--- config.mk ---
export PLATFORM = sky130hd
export DESIGN_NAME = bcd_display_scanner
export DESIGN_NICKNAME = d
export VERILOG_FILES = /design/src/rtl/bcd_display_scanner.sv
export SDC_FILE = /design/constraint.sdc
export NUM_CORES = 1
export LEC_CHECK = 0
export BUFFER_PORTS_ARGS = -buffer_cell sky130_fd_sc_hd__buf_2
export CORE_ASPECT_RATIO = 1.2
export CORE_UTILIZATION = 60
export CTS_BUF_LIST = sky130_fd_sc_hd__clkbuf_16
export DETAILED_ROUTE_END_ITERATION = 10
export PLACE_DENSITY = 0.87
export SYNTH_ARGS = -nofsm -noshare
export SYNTH_HDL_FRONTEND = slang
export SYNTH_SLANG_ARGS = --single-unit
--- constraint.sdc ---
create_clock -name clk -period 5 [get_ports clk]
set_input_delay 0 -clock clk [delete_from_list [all_inputs] [get_ports clk]]
set_output_delay 0 -clock clk [all_outputs]
set_load 0.02 [all_outputs]
--- src/rtl/bcd_display_scanner.sv ---
// Buffers one packed BCD word behind valid/ready and multiplexes its three digits
// onto a shared 7-segment bus, with ghost blanking, leading-zero suppression and an error flag.
module bcd_display_scanner #(
    parameter int REFRESH_DIV    = 1000,
    parameter int BLANK_CYCLES   = 2,
    parameter int SEG_ACTIVE_LOW = 0
) (
    input  logic        clk,
    input  logic        rst,
    input  logic [11:0] bcd_in,
    input  logic        bcd_valid,
    output logic        bcd_ready,
    input  logic        lz_blank,
    output logic [6:0]  seg,
    output logic [2:0]  anode,
    output logic        digit_err
);

    localparam int PW = $clog2(REFRESH_DIV);
    localparam logic [PW-1:0] PHASE_LAST = PW'(REFRESH_DIV - 1);

    logic [11:0]   pend_q, pend_d;
    logic          pend_full_q, pend_full_d;
    logic [11:0]   disp_q, disp_d;
    logic [1:0]    slot_q, slot_d;
    logic [PW-1:0] phase_q, phase_d;
    logic [6:0]    seg_q, seg_d;
    logic [2:0]    anode_q, anode_d;
    logic          err_q, err_d;

    logic          phase_wrap;
    logic          frame_wrap;
    logic [3:0]    nib;
    logic [2:0]    onehot;
    logic          suppress;
    logic          blank;
    logic [31:0]   phase_ext;

    function automatic logic [6:0] decode(input logic [3:0] n);
        case (n)
            4'd0:    decode = 7'h3F;
            4'd1:    decode = 7'h06;
            4'd2:    decode = 7'h5B;
            4'd3:    decode = 7'h4F;
            4'd4:    decode = 7'h66;
            4'd5:    decode = 7'h6D;
            4'd6:    decode = 7'h7D;
            4'd7:    decode = 7'h07;
            4'd8:    decode = 7'h7F;
            4'd9:    decode = 7'h6F;
            default: decode = 7'h40;
        endcase
    endfunction

    always_comb begin
        pend_d      = pend_q;
        pend_full_d = pend_full_q;
        disp_d      = disp_q;
        err_d       = err_q;

        phase_wrap = (phase_q == PHASE_LAST);
        frame_wrap = phase_wrap && (slot_q == 2'd2);
        phase_d    = phase_wrap ? '0 : phase_q + 1'b1;
        if (phase_wrap) begin
            slot_d = (slot_q == 2'd2) ? 2'd0 : slot_q + 2'd1;
        end else begin
            slot_d = slot_q;
        end

        // Display only changes between frames so a digit never tears mid-scan.
        if (frame_wrap && pend_full_q) begin
            disp_d      = pend_q;
            pend_full_d = 1'b0;
            err_d       = (pend_q[11:8] > 4'd9) || (pend_q[7:4] > 4'd9) || (pend_q[3:0] > 4'd9);
        end

        if (bcd_valid && !pend_full_q) begin
            pend_d      = bcd_in;
            pend_full_d = 1'b1;
        end

        case (slot_d)
            2'd0: begin
                nib    = disp_d[3:0];
                onehot = 3'b001;
            end
            2'd1: begin
                nib    = disp_d[7:4];
                onehot = 3'b010;
            end
            default: begin
                nib    = disp_d[11:8];
                onehot = 3'b100;
            end
        endcase

        suppress = lz_blank && (disp_d[11:8] == 4'd0) &&
                   ((slot_d == 2'd2) || ((slot_d == 2'd1) && (disp_d[7:4] == 4'd0)));
        phase_ext = 32'(phase_d);
        blank     = (phase_ext < BLANK_CYCLES) || suppress;

        if (blank) begin
            seg_d   = 7'h00;
            anode_d = 3'b000;
        end else begin
            seg_d   = decode(nib);
            anode_d = onehot;
        end
    end

    always_ff @(posedge clk or posedge rst) begin
        if (rst) begin
            pend_q      <= 12'h000;
            pend_full_q <= 1'b0;
            disp_q      <= 12'h000;
            slot_q      <= 2'd0;
            phase_q     <= '0;
            seg_q       <= 7'h00;
            anode_q     <= 3'b000;
            err_q       <= 1'b0;
        end else begin
            pend_q      <= pend_d;
            pend_full_q <= pend_full_d;
            disp_q      <= disp_d;
            slot_q      <= slot_d;
            phase_q     <= phase_d;
            seg_q       <= seg_d;
            anode_q     <= anode_d;
            err_q       <= err_d;
        end
    end

    assign bcd_ready = !pend_full_q;
    assign digit_err = err_q;
    assign seg       = (SEG_ACTIVE_LOW != 0) ? ~seg_q : seg_q;
    assign anode     = (SEG_ACTIVE_LOW != 0) ? ~anode_q : anode_q;

endmodule

Yosys cells after proc, flatten, opt, wreduce, memory -nomap -nowiden --
Memory sizes are Yosys's and may differ from the RTL's. Cells that the tools add are included.
Cells by class: add/sub/neg operators 2, $mul 0, div/mod/pow operators 0, order comparisons 4, eq/ne operators 4, shift-type cells 0, multiplexer cells 10, bitwise gates (word level) 0, reductions and logical operators 15
Operators by type and width (number):
- > comparator 4 bit, second input constant | 3
- 2-to-1 mux 12 bit | 1
- adder 10 x 1 -> 10 bit, second input constant | 1
- equality test 10 bit, second input constant | 1
- less-than comparator 10 x 2 -> 1 bit, second input constant | 1
- 2-to-1 mux 10 bit | 1
- logical NOT 4 bit | 2
- case mux 4 bit (2 select lines) | 1
- 2-to-1 mux 7 bit | 1
- logical AND 1 bit | 6
- case mux 3 bit (2 select lines) | 1
- equality test 2 bit, second input constant | 2
- logical OR 1 bit | 4
- 2-to-1 mux 2 bit | 2
- 2-to-1 mux 3 bit | 1
- adder 2 x 1 -> 2 bit, second input constant | 1
- equality test 2 x 1 -> 1 bit, second input constant | 1
- logical NOT 2 bit | 1
- 2-to-1 mux 1 bit | 2
- nonzero test 2 bit | 1
- logical NOT 1 bit | 1
Storage, ports and cells: register bits 48, latch bits 0, RAM bits 0, ROM bits 112, bits of input ports 16, output and inout bits 12, memories 1
Memory list:
- (name not given) | depth 16, bits a word 7, rd ports 1, clocked after Yosys merged registers in 0, wr ports 0, RTL line 40 | case (n)

Logic depth before layout (Yosys ltp) --
Gate-level depths: netlist of run 1.
depth in word-level cells 10, depth in mapped cells 12, depth with buffers taken out 10

Least setup slack after synthesis of run 1 --
No wires, ideal clock.
kind register to register, start point register phase_q[0], end point register seg_q[3] (netlist: seg[3]), data arrival time 2501 ps, required time 4906 ps, path slack 2405 ps, cell stages (with the launch flop) 13, buffers on the path 2, cells stage by stage dfrtp_1 -> ha_1 -> and3b_1 -> buf_6 -> nand3_4 -> buf_6 -> a211oi_2 -> o32a_4 -> inv_1 -> ha_1 -> nor4_1 -> o21ai_0 -> a211oi_1
Between the ends: word-level cells in the longest chain between the ends 10
RTL lines:
- start, declared | RTL line 26 | logic [PW-1:0] phase_q, phase_d;
- start signal, assigned | RTL line 126 | phase_q <= phase_d;
- parallel branches: the longest is 9 deep, another holds adder 10 x 1 -> 10 bit
- 2-to-1 mux 7 bit * | RTL line 102 | if (blank) begin
- via seg_d[3] | RTL line 27 | logic [6:0] seg_q, seg_d;
- end signal, assigned | RTL line 127 | seg_q <= seg_d;
- end, declared | RTL line 27
Mark *: on every way through the listed nets, which the timed path passes. A chain may end at the register's enable or synchronous reset.

Worst setup path after layout of run 1 --
Same ends and word-level chain as after synthesis.

==> flow_metrics.env, run 1 <==
export IMPL_outcome="complete, no violations"
export IMPL_synth_xor_area_share_pct=1.58
export IMPL_detail_route_antenna_nets=0
export IMPL_layout_commonest_cell="dfrtp_1"
export IMPL_slew_headroom_pct=20.1
export IMPL_peakVddDrop_uv=311
export IMPL_route_final_wire_length_um=5580
export IMPL_synthSimpleGateAreaFrac_pct=19.9
export IMPL_drt_iter0_drc=103
export IMPL_skew_ns=0.00787
export IMPL_avgViaCountPerCell=6.15
export IMPL_worstReg2RegStart="phase_q[0]"
export IMPL_final_cell_mix="48 x dfrtp_1, 29 x mux2_2, 27 x buf_2"
export IMPL_critical_path_class="reg2reg"
export IMPL_yosys_warnings=0
export IMPL_die_h_um=76.4
export IMPL_ys_seq_area_share_pct=43.4
export IMPL_globalRoute_totalOverflow=0
export IMPL_fmax_mhz=331
export IMPL_syn_to_final_growth_pct=16.9
export IMPL_nets=309
export IMPL_worst_pin_slew_ns=1.18
export IMPL_std_cell_rows=26
export IMPL_grt_pass1_vias=2113
export IMPL_synthArstFlopShare_pct=100
export IMPL_cts_tree="yes"
export IMPL_clock_root_buffer="clkbuf_16"
export IMPL_startpoint="phase_q[0]"
export IMPL_final_instance_count_excl_fill=345
export IMPL_h_tree_depth=2
export IMPL_initial_core_util_pct=64.0
export IMPL_antenna_found_initial=0
export IMPL_utilization_pct=74.8
export IMPL_firstDrtPassIters=5
export IMPL_startpoint_type="flip-flop"
export IMPL_crit_fanout=11
export IMPL_cellPowerDensity_nw_per_um2=272
export IMPL_syn_instance_count=252
export IMPL_cts_made_buffers=5
export IMPL_syn_avg_cell_area_um2=11.0
export IMPL_dp_cells=323
export IMPL_synth_edff_count=0
export IMPL_critPathArrivalTime_ns=3.22
export IMPL_core_region_area_um2=4330
export IMPL_antenna_cells=0
export IMPL_setup_ws_ns=1.98
export IMPL_critical_path_required_ns=5.20
export IMPL_hold_violations=0
export IMPL_drv_cap=0
export IMPL_period_share_pct=60.4
export IMPL_grt_max_degree=49
export IMPL_min_path_type="in2reg"
export IMPL_slew_violations=0
export IMPL_p_leak_uw=0.00145
export IMPL_synth_top_flop_cell="dfrtp_1"
export IMPL_fillers=286
export IMPL_clk_transition_reported_paths_ns=0.07
export IMPL_num_vias=2121
export IMPL_remaining_drc_errors=0
export IMPL_grt_total_usage_pct=25.5
export IMPL_gp_congestion=0.932
export IMPL_tns_ns=0
export IMPL_dpl_hpwl_um=3890
export IMPL_insertion_delay_ns=0.29
export IMPL_dieArea_um2=4890
export IMPL_rsz0062_at_grt="no"
export IMPL_synth_cell_types=65
export IMPL_boundaryPins=28
export IMPL_min_period_ns=3.02
export IMPL_cts_sinks=48
export IMPL_wire_per_inst_um=16.2
export IMPL_synth_seq_cells=48
export IMPL_synth_compound_area_share_pct=15.5
export IMPL_drive_above_1_share_pct=30.1
export IMPL_die_x_um=64
export IMPL_clock_path_buffers=2
export IMPL_synth_nets=273
export IMPL_port_buffer_count=27
export IMPL_synth_top_family_by_area="simple AND/OR/NAND/NOR gates"
export IMPL_dp_slack_ns=2.06
export IMPL_synth_area_um2=2770
export IMPL_synthMuxAreaShare_pct=12.9
export IMPL_hp_start="lz_blank"
export IMPL_crit_path_end_kind="flip-flop"
export IMPL_grt_pass1_wl_um=9650
export IMPL_synth_fa_ha_area_share_pct=2.62
export IMPL_setup_viol=0
==> kinds of logic after synthesis <==
family	Yosys count
compound gates	55
xor+xnor	5
fa+ha+maj	6
buf+inv	20
flops	48
mux	32
simple gates	86
==> area by class of cell <==
type / instances / area, µm² / area share (%)
Clock inverter: 3 / 68.8 / 2.13
Timing Repair Buffer: 43 / 290 / 8.97
Tap cell: 56 / 70.1 / 2.17
Inverter: 6 / 22.5 / 0.696
Multi-Input combinational cell: 184 / 1460 / 45.1
Sequential cell: 48 / 1200 / 37.1
Clock buffer: 5 / 125 / 3.87
==> cell usage after synthesis, types with 3 or more instances <==
cell      number  share of area (%)
a21oi_1        5               0.90
a211oi_1       5                1.4
nand3_1        4               0.72
nor3_1         3               0.54
nand2_1       18                2.4
mux2_2        29                 12
mux2i_1        3                1.1
buf_4          3               0.81
nand2b_1       4               0.90
a31oi_1        4               0.90
dfrtp_1       48                 43
xnor2_1        3               0.95
nor2_1        16                2.2
and3b_1        3               0.95
buf_6          3                1.2
buf_2          5               0.90
clkbuf_1       3               0.41
inv_1          6               0.81
ha_1           5                2.3
o21ai_0       13                2.4
nor4_1         7                1.6
==> state kept, by name, indices dropped and copies added, names as in the netlist <==
name         cells
pend_full_q      1
digit_err        1
anode            3
disp_q          12
pend_q          12
seg              7
phase_q         10
slot_q           2
==> worst paths after layout <==
path                              end  slack [ns]  cells past startpoint
setup / recovery               seg[3]        1.98                     10
hold / removal               anode[1]        0.13                      4
setup reg to reg               seg[3]        1.98                     10
hold reg to reg            phase_q[0]        0.47                      1
max in group asynchronous  phase_q[3]        3.91                      3
min in group asynchronous      seg[6]        0.48                      3
==> worst max-delay path, stage by stage, from the launching register on <==
cell      delay (ns)
dfrtp_1         0.37
ha_1            0.31
and3b_1         0.43
nand3_4         0.23
a211oi_2        0.30
o32a_4          0.24
inv_1           0.07
ha_1            0.31
nor4_1          0.31
o21ai_0         0.12
a211oi_1        0.26
==> what timing repair did <==
item / 4_1_cts / 5_1_grt
setup buffers: 0 / 0
hold buffers: 14 / 0
gates resized for setup: 0 / 0
hold endpoints to repair: 61 / 0
==> layer usage <==
metal	wire length [µm]	GRT usage (%)
met2	2990	44.8
met5	0	0
met3	217	5.39
met1	2250	29.9
met4	122	9.77
==> power by group <==
part / total (µW) / internal (µW) / switching [µW] / leakage (µW)
Sequential: 410 / 400 / 10.4 / 0.000595
Clock: 432 / 288 / 144 / 0.0000944
Combinational: 37.2 / 21.5 / 15.7 / 0.000758
==> per-stage QoR <==
step | power, µW | area (µm²) | hold slack, ns
after floorplan | 432 | 2770 | 0.125
after global placement | 444 | 2900 | 0.221
after detailed placement | 446 | 2900 | 0.240
after CTS | 886 | 3240 | 0.132
after global routing | 904 | 3240 | 0.174
final | 879 | 3240 | 0.133
Note: power is estimated with default switching activity, not from simulation.
==> run 2, diff against run 1 <==
--- a/config.mk
+++ b/config.mk
@@ -5,12 +5,13 @@
 export SDC_FILE = /design/constraint.sdc
 export NUM_CORES = 1
 export LEC_CHECK = 0
+export ABC_AREA = 1
 export BUFFER_PORTS_ARGS = -buffer_cell sky130_fd_sc_hd__buf_2
 export CORE_ASPECT_RATIO = 1.2
-export CORE_UTILIZATION = 60
+export CORE_UTILIZATION = 52
 export CTS_BUF_LIST = sky130_fd_sc_hd__clkbuf_16
 export DETAILED_ROUTE_END_ITERATION = 10
-export PLACE_DENSITY = 0.87
+export PLACE_DENSITY = 0.81
 export SYNTH_ARGS = -nofsm -noshare
 export SYNTH_HDL_FRONTEND = slang
 export SYNTH_SLANG_ARGS = --single-unit
==> constraint.sdc (replaced) <==
create_clock -name clk -period 2.44 [get_ports clk]
set_input_delay 0 -clock clk [delete_from_list [all_inputs] [get_ports clk]]
set_output_delay 0 -clock clk [all_outputs]
set_load 0.02 [all_outputs]
==> run 2 against run 1 <==
Net effect: core utilization down 3.8 points; clock skew down 0.0036 ns; area after synthesis down 12%; sequential power up 100%; clock power up 80%; worst hold slack better by 0.12 ns; first-iteration DRC count down 35%; register-to-register slack worse by 1.9 ns; setup slack worse by 1.9 ns; critical path depth up 8; total power up 90%; largest power group is now registers.
==> flow_metrics.env, run 2 <==
export IMPL_critPathMaxStageDelay_ns=0.44
export IMPL_std_cell_rows=26
export IMPL_tns_ns=0
export IMPL_yosys_area_top_type="dfrtp_1"
export IMPL_remaining_drc_errors=0
export IMPL_synthArstFlopShare_pct=100
export IMPL_critical_path_class="reg2reg"
export IMPL_skew_ns=0.00427
export IMPL_antenna_cells=0
export IMPL_synthTopCellsByCount="78 x nand2_1, 48 x dfrtp_1, 41 x nor2_1, 38 x inv_1, 23 x nand3_1"
export IMPL_cts_tree="yes"
export IMPL_core_region_area_um2=4360
export IMPL_synthTopCellsByArea="dfrtp_1 49%, nand2_1 12%, nor2_1 6.3%"
export IMPL_dp_cells=379
export IMPL_peakVddDrop_uv=454
export IMPL_reg2reg_to="seg[3]"
export IMPL_dp_slack_ns=-0.0429
export IMPL_met3_length_um=242
export IMPL_final_instance_count_excl_fill=409
export IMPL_globalRoute_totalOverflow=0
export IMPL_synth_top_flop_cell="dfrtp_1"
export IMPL_power_uw=1670
export IMPL_synth_edff_count=0
export IMPL_outcome="complete, no violations"
export IMPL_critPathArrivalTime_ns=2.57
export IMPL_worstHoldEndpoint="anode[2]"
export IMPL_port_buffer_count=27
export IMPL_cp_cell_sequence="ha_4, nand2_4, inv_4, nand2_4, nor2_8, buf_4, nand3_1, nand2_2, nand2_1, nand2_2, nor2_4, inv_2, ha_1, inv_1, nand2_1, inv_2, nor2_1, nor2_1"
export IMPL_ys_seq_area_share_pct=49.5
export IMPL_detail_route_antenna_nets=0
export IMPL_grt_total_usage_pct=22.8
export IMPL_insertion_delay_ns=0.29
export IMPL_initial_core_util_pct=55.7
export IMPL_clock_path_buffers=2
export IMPL_slew_headroom_pct=37.0
export IMPL_grt_pass1_vias=1972
export IMPL_fin_area_um2=3090
export IMPL_cellPowerDensity_nw_per_um2=540
export IMPL_synth_cell_types=29
export IMPL_slew_violations=0
export IMPL_fmax_mhz=427
export IMPL_fillers=337
export IMPL_syn_to_final_growth_pct=27.5
export IMPL_yosys_cell_count_top_type="nand2_1"
export IMPL_grt_max_degree=49
export IMPL_syn_instance_count=294
export IMPL_r2r_slack_ns=0.1
export IMPL_wire_per_inst_um=13.0
export IMPL_startpoint_type="flip-flop"
export IMPL_min_path_type="in2reg"
export IMPL_h_tree_depth=2
export IMPL_drv_cap=0
export IMPL_cp_top_family="simple AND/OR/NAND/NOR gates"
export IMPL_ff2ff_path_depth=18
export IMPL_reg_top3="disp_q: 12 flops, pend_q: 12 flops, phase_q: 10 flops"
export IMPL_cts_sinks=48
export IMPL_placed_area_um2=2650
export IMPL_setup_viol=0
export IMPL_synth_top_cell_area_share_pct=49.5
export IMPL_min_period_ns=2.34
export IMPL_antenna_found_initial=0
export IMPL_boundaryPins=28
export IMPL_worstReg2RegStart="phase_q[1]"
export IMPL_synth_nets=315
export IMPL_synth_area_um2=2430
export IMPL_hold_violations=0
export IMPL_syn_avg_cell_area_um2=8.26
export IMPL_clock_root_buffer="clkbuf_16"
export IMPL_holdPathStages=6
export IMPL_nets=373
export IMPL_p_leak_uw=0.00170
export IMPL_dpl_hpwl_um=3480
export IMPL_clk_transition_reported_paths_ns=0.06
export IMPL_synth_seq_cells=48
export IMPL_cts_made_buffers=5
export IMPL_drive_above_1_share_pct=27.5
export IMPL_crit_fanout=9
export IMPL_num_vias=2074
export IMPL_wl_met2_um=2790
export IMPL_die_x_um=64.4
export IMPL_path_buf_inv=5
export IMPL_worst_pin_slew_ns=0.944
export IMPL_worst_path_max_delay_cell="dfrtp_2"
export IMPL_firstDrtPassIters=5
export IMPL_critical_path_required_ns=2.66
export IMPL_wl_met1_um=2230
export IMPL_setup_ws_ns=0.0989
export IMPL_avgViaCountPerCell=5.07
export IMPL_top_layer="met4"
export IMPL_hp_start="lz_blank"
export IMPL_grt_pass1_wl_um=8650
export IMPL_dieArea_um2=4950
export IMPL_yosys_warnings=0
export IMPL_final_cell_mix="73 x nand2_1, 45 x dfrtp_1, 41 x nor2_1"
export IMPL_period_share_pct=95.9
export IMPL_route_final_wire_length_um=5330
export IMPL_gp_congestion=0.917
export IMPL_drt_iter0_drc=67
export IMPL_crit_path_end_kind="flip-flop"
export IMPL_die_h_um=76.8
export IMPL_layout_commonest_cell="nand2_1"
-- run 2: cell count changes in the layout (fill, tap and decap cells not counted), moves of 6 or more --
cell,previous run,this run
nand2_1,18,73
inv_1,5,35
nor2_1,16,41
mux2_2,29,9
nand3_1,4,22
nand2_2,0,12
buf_4,2,12
o21ai_0,13,6
nor4_1,7,1
-- run 2: stage by stage --
step / utilization [%] / hold WS, ns
2_1_floorplan: - / 0.138
3_3_place_gp: 60.7 / 0.230
3_5_place_dp: 60.7 / 0.236
4_1_cts: 68.2 / 0.253
5_1_grt: 71.0 / 0.295
6_report: 71.0 / 0.250
-- run 2: worst max path at each step --
stage	slack, ns	start	end	cells after the start
finish	0.1	phase_q[1]	seg[3]	18
global route	-0.06	phase_q[1]	seg[3]	18
CTS	0.01	phase_q[1]	seg[3]	18
detailed placement	-0.04	phase_q[1]	seg[3]	18
global placement	0.11	phase_q[1]	seg[3]	18
floorplan	0.15	phase_q[0]	seg[3]	17
-- run 2: what timing repair did --
action	CTS	global route
hold endpoints to repair	61	0
pin swaps	1	4
hold buffers	14	0
gates resized for setup	2	20
cloned	0	0
setup buffers	1	7
endpoints found under the setup margin	3	7
-- run 2: cell type report --
class                           instances  area [µm²]  share of cell area (%)
Sequential cell                        48        1200                    38.9
Multi-Input combinational cell        202        1130                    36.4
Timing Repair Buffer                   53         365                    11.8
Inverter                               42         160                    5.18
Clock buffer                            5         125                    4.04
Tap cell                               56        70.1                    2.26
Clock inverter                          3        42.5                    1.37
-- run 2: cells by family after synthesis --
kind of cell,Yosys count,synth area share (%)
AOI/OAI and AO/OA,15,3.56
muxes,9,4.18
adders and majority gates,5,2.58
xor gates and xnor gates,1,0.361
buffers and inverters,44,7.11
and+or+nand+nor,172,32.7
DFF,48,49.5
-- run 2: worst reg2reg max path, cell delays in order (launching register included) --
cell	delay (ns)
dfrtp_2	0.44
ha_4	0.19
nand2_4	0.10
inv_4	0.06
nand2_4	0.09
nor2_8	0.04
buf_4	0.16
nand3_1	0.08
nand2_2	0.07
nand2_1	0.08
nand2_2	0.08
nor2_4	0.17
inv_2	0.06
ha_1	0.29
inv_1	0.07
nand2_1	0.08
inv_2	0.07
nor2_1	0.04
nor2_1	0.09
-- run 2: power breakdown --
part / internal, µW / leakage [µW] / switching [µW] / total, µW
Combinational: 35.7 / 0.00103 / 30.9 / 66.6
Sequential: 813 / 0.000589 / 12.7 / 826
Clock: 481 / 0.0000798 / 298 / 779
Total: 1330 / 0.00170 / 342 / 1670
-- run 2: layer usage --
layer / vias to the layer above / GRT usage [%]
met5: - / 0
met4: 0 / 7.33
met3: 10 / 5.21
met2: 67 / 39.2
met1: 961 / 27.9
li1: 1036 / -
==> run 3, diff against run 2 <==
--- a/config.mk
+++ b/config.mk
@@ -7,7 +7,7 @@
 export LEC_CHECK = 0
 export ABC_AREA = 1
 export BUFFER_PORTS_ARGS = -buffer_cell sky130_fd_sc_hd__buf_2
-export CORE_ASPECT_RATIO = 1.2
+export CORE_ASPECT_RATIO = 1.4
 export CORE_UTILIZATION = 52
 export CTS_BUF_LIST = sky130_fd_sc_hd__clkbuf_16
 export DETAILED_ROUTE_END_ITERATION = 10
==> run 3 against run 2 <==
Net effect: fmax increased by 0.66%; sequential share of layout area fell by 0.39 points; sequential cell count stayed put; first-iteration DRC count rose by 6.0%; critical endpoint unchanged; largest power group unchanged.
==> flow_metrics.env, run 3 (synthesized netlist as in run 2, its figures left out) <==
export IMPL_grt_pass1_vias=1991
export IMPL_grt_max_degree=49
export IMPL_min_period_ns=2.33
export IMPL_route_final_wire_length_um=5270
export IMPL_skew_ns=0.00833
export IMPL_drt_iter0_drc=71
export IMPL_antenna_cells=0
export IMPL_period_share_pct=95.3
export IMPL_core_region_area_um2=4500
export IMPL_avgViaCountPerCell=4.97
export IMPL_critical_path_required_ns=2.62
export IMPL_grt_pass1_wl_um=8460
export IMPL_slew_headroom_pct=36.2
export IMPL_num_vias=2082
export IMPL_power_uw=1690
export IMPL_p_leak_uw=0.00174
export IMPL_remaining_drc_errors=0
export IMPL_critical_path_class="reg2reg"
export IMPL_cts_tree="yes"
export IMPL_fillers=350
export IMPL_cts_sinks=48
export IMPL_setup_ws_ns=0.114
export IMPL_worst_pin_slew_ns=0.955
export IMPL_dpl_hpwl_um=3360
export IMPL_crit_path_end_kind="flip-flop"
export IMPL_dieArea_um2=4950
export IMPL_peakVddDrop_uv=528
export IMPL_fin_area_um2=3120
export IMPL_hold_violations=0
export IMPL_fmax_mhz=430
export IMPL_firstDrtPassIters=4
export IMPL_syn_to_final_growth_pct=28.4
export IMPL_crit_fanout=7
export IMPL_antenna_found_initial=0
export IMPL_final_cell_mix="76 x nand2_1, 48 x dfrtp_1, 41 x nor2_1"
export IMPL_startpoint_type="flip-flop"
export IMPL_cellPowerDensity_nw_per_um2=543
export IMPL_clk_transition_reported_paths_ns=0.07
export IMPL_initial_core_util_pct=53.9
export IMPL_outcome="complete, no violations"
export IMPL_h_tree_depth=2
export IMPL_hold_slack_ns=0.257
export IMPL_reg_top3="disp_q: 12 flops, pend_q: 12 flops, phase_q: 10 flops"
export IMPL_dp_slack_ns=0.0943
export IMPL_ff2ff_path_depth=16
export IMPL_drv_cap=0
export IMPL_cts_made_buffers=5
export IMPL_drive_above_1_share_pct=25.8
export IMPL_utilization_pct=69.2
export IMPL_wire_per_inst_um=12.6
export IMPL_detail_route_antenna_nets=0
export IMPL_boundaryPins=28
export IMPL_min_path_type="in2reg"
export IMPL_globalRoute_totalOverflow=0
export IMPL_nets=377
export IMPL_clock_path_buffers=2
export IMPL_gp_congestion=0.905
export IMPL_layout_commonest_cell="nand2_1"
export IMPL_std_cell_rows=29
export IMPL_holdPathStages=6
export IMPL_clock_root_buffer="clkbuf_16"
export IMPL_port_buffer_count=27
export IMPL_die_h_um=82.8
export IMPL_insertion_delay_ns=0.29
export IMPL_slew_violations=0
export IMPL_placed_area_um2=2660
export IMPL_setup_viol=0
export IMPL_die_x_um=59.7
export IMPL_grt_total_usage_pct=22.4
export IMPL_critPathArrivalTime_ns=2.51
-- run 3: cell count changes in the layout (fill, tap and decap cells not counted) --
cell	delta
clkinv_2	-1
inv_1	+2
o21ai_1	+1
dfrtp_2	-3
o21ai_2	-1
nor2_2	+1
buf_4	+4
dfrtp_1	+3
inv_6	+1
nand2_1	+3
inv_2	-2
nor2_4	-1
nand2_2	-3
-- run 3: worst max-delay path, stage by stage (launching register included) --
cell and delay [ns]:
dfrtp_1 0.49, inv_1 0.09, nor3_2 0.23, nand3_1 0.15
nand2_1 0.11, nand2_2 0.11, nor2_2 0.18, nand2_1 0.09
nand2_1 0.12, nor2_4 0.05, inv_1 0.08, ha_1 0.14
inv_1 0.04, nand4_1 0.11, nand2_1 0.09, nor2_1 0.09
nor2_1 0.05
-- run 3: per-stage QoR --
step	setup TNS (ns)	std cells
floorplan	0	294
global placement	0	386
detailed placement	0	386
CTS	0	408
global route	-0.0135	419
finish	0	419
-- run 3: final timing paths --
kind,start,endpoint,slack (ns)
max in group asynchronous,rst,seg[1],1.37
min in group asynchronous,rst,phase_q[2],0.47
hold / removal,lz_blank,seg[1],0.26
hold reg to reg,disp_q[3],disp_q[3],0.49
setup / recovery,phase_q[9],seg[3],0.11
setup reg to reg,phase_q[9],seg[3],0.11
-- run 3: layer usage --
metal,global-route usage (%),vias up,wire (µm)
met5,0,-,0
met4,9.51,0,102
met3,5.14,8,222
met2,37.4,67,2740
met1,27.0,963,2210
li1,-,1044,-
-- run 3: where the power goes --
| part | total (µW) | switching (µW) | internal (µW) |
|---|---|---|---|
| combinational | 67.6 | 31.7 | 35.8 |
| sequential | 825 | 11.8 | 813 |
| clock | 800 | 313 | 487 |
| total | 1690 | 357 | 1340 |
-- run 3: layout make-up --
| class | count | area (µm²) | area share (%) |
|---|---|---|---|
| sequential | 48 | 1200 | 38.6 |
| multi-input combinational | 202 | 1110 | 35.6 |
| timing repair buffer | 57 | 395 | 12.7 |
| inverter | 42 | 160 | 5.14 |
| clock buffer | 5 | 125 | 4.02 |
| tap | 62 | 77.6 | 2.49 |
| clock inverter | 3 | 46.3 | 1.49 |
-- run 3: what timing repair did --
item | 4_1_cts | 5_1_grt
endpoints found under the hold margin | 61 | 0
setup buffers | 0 | 11
hold buffers | 14 | 0
endpoints found under the setup margin | 0 | 6
resized for setup | 0 | 12
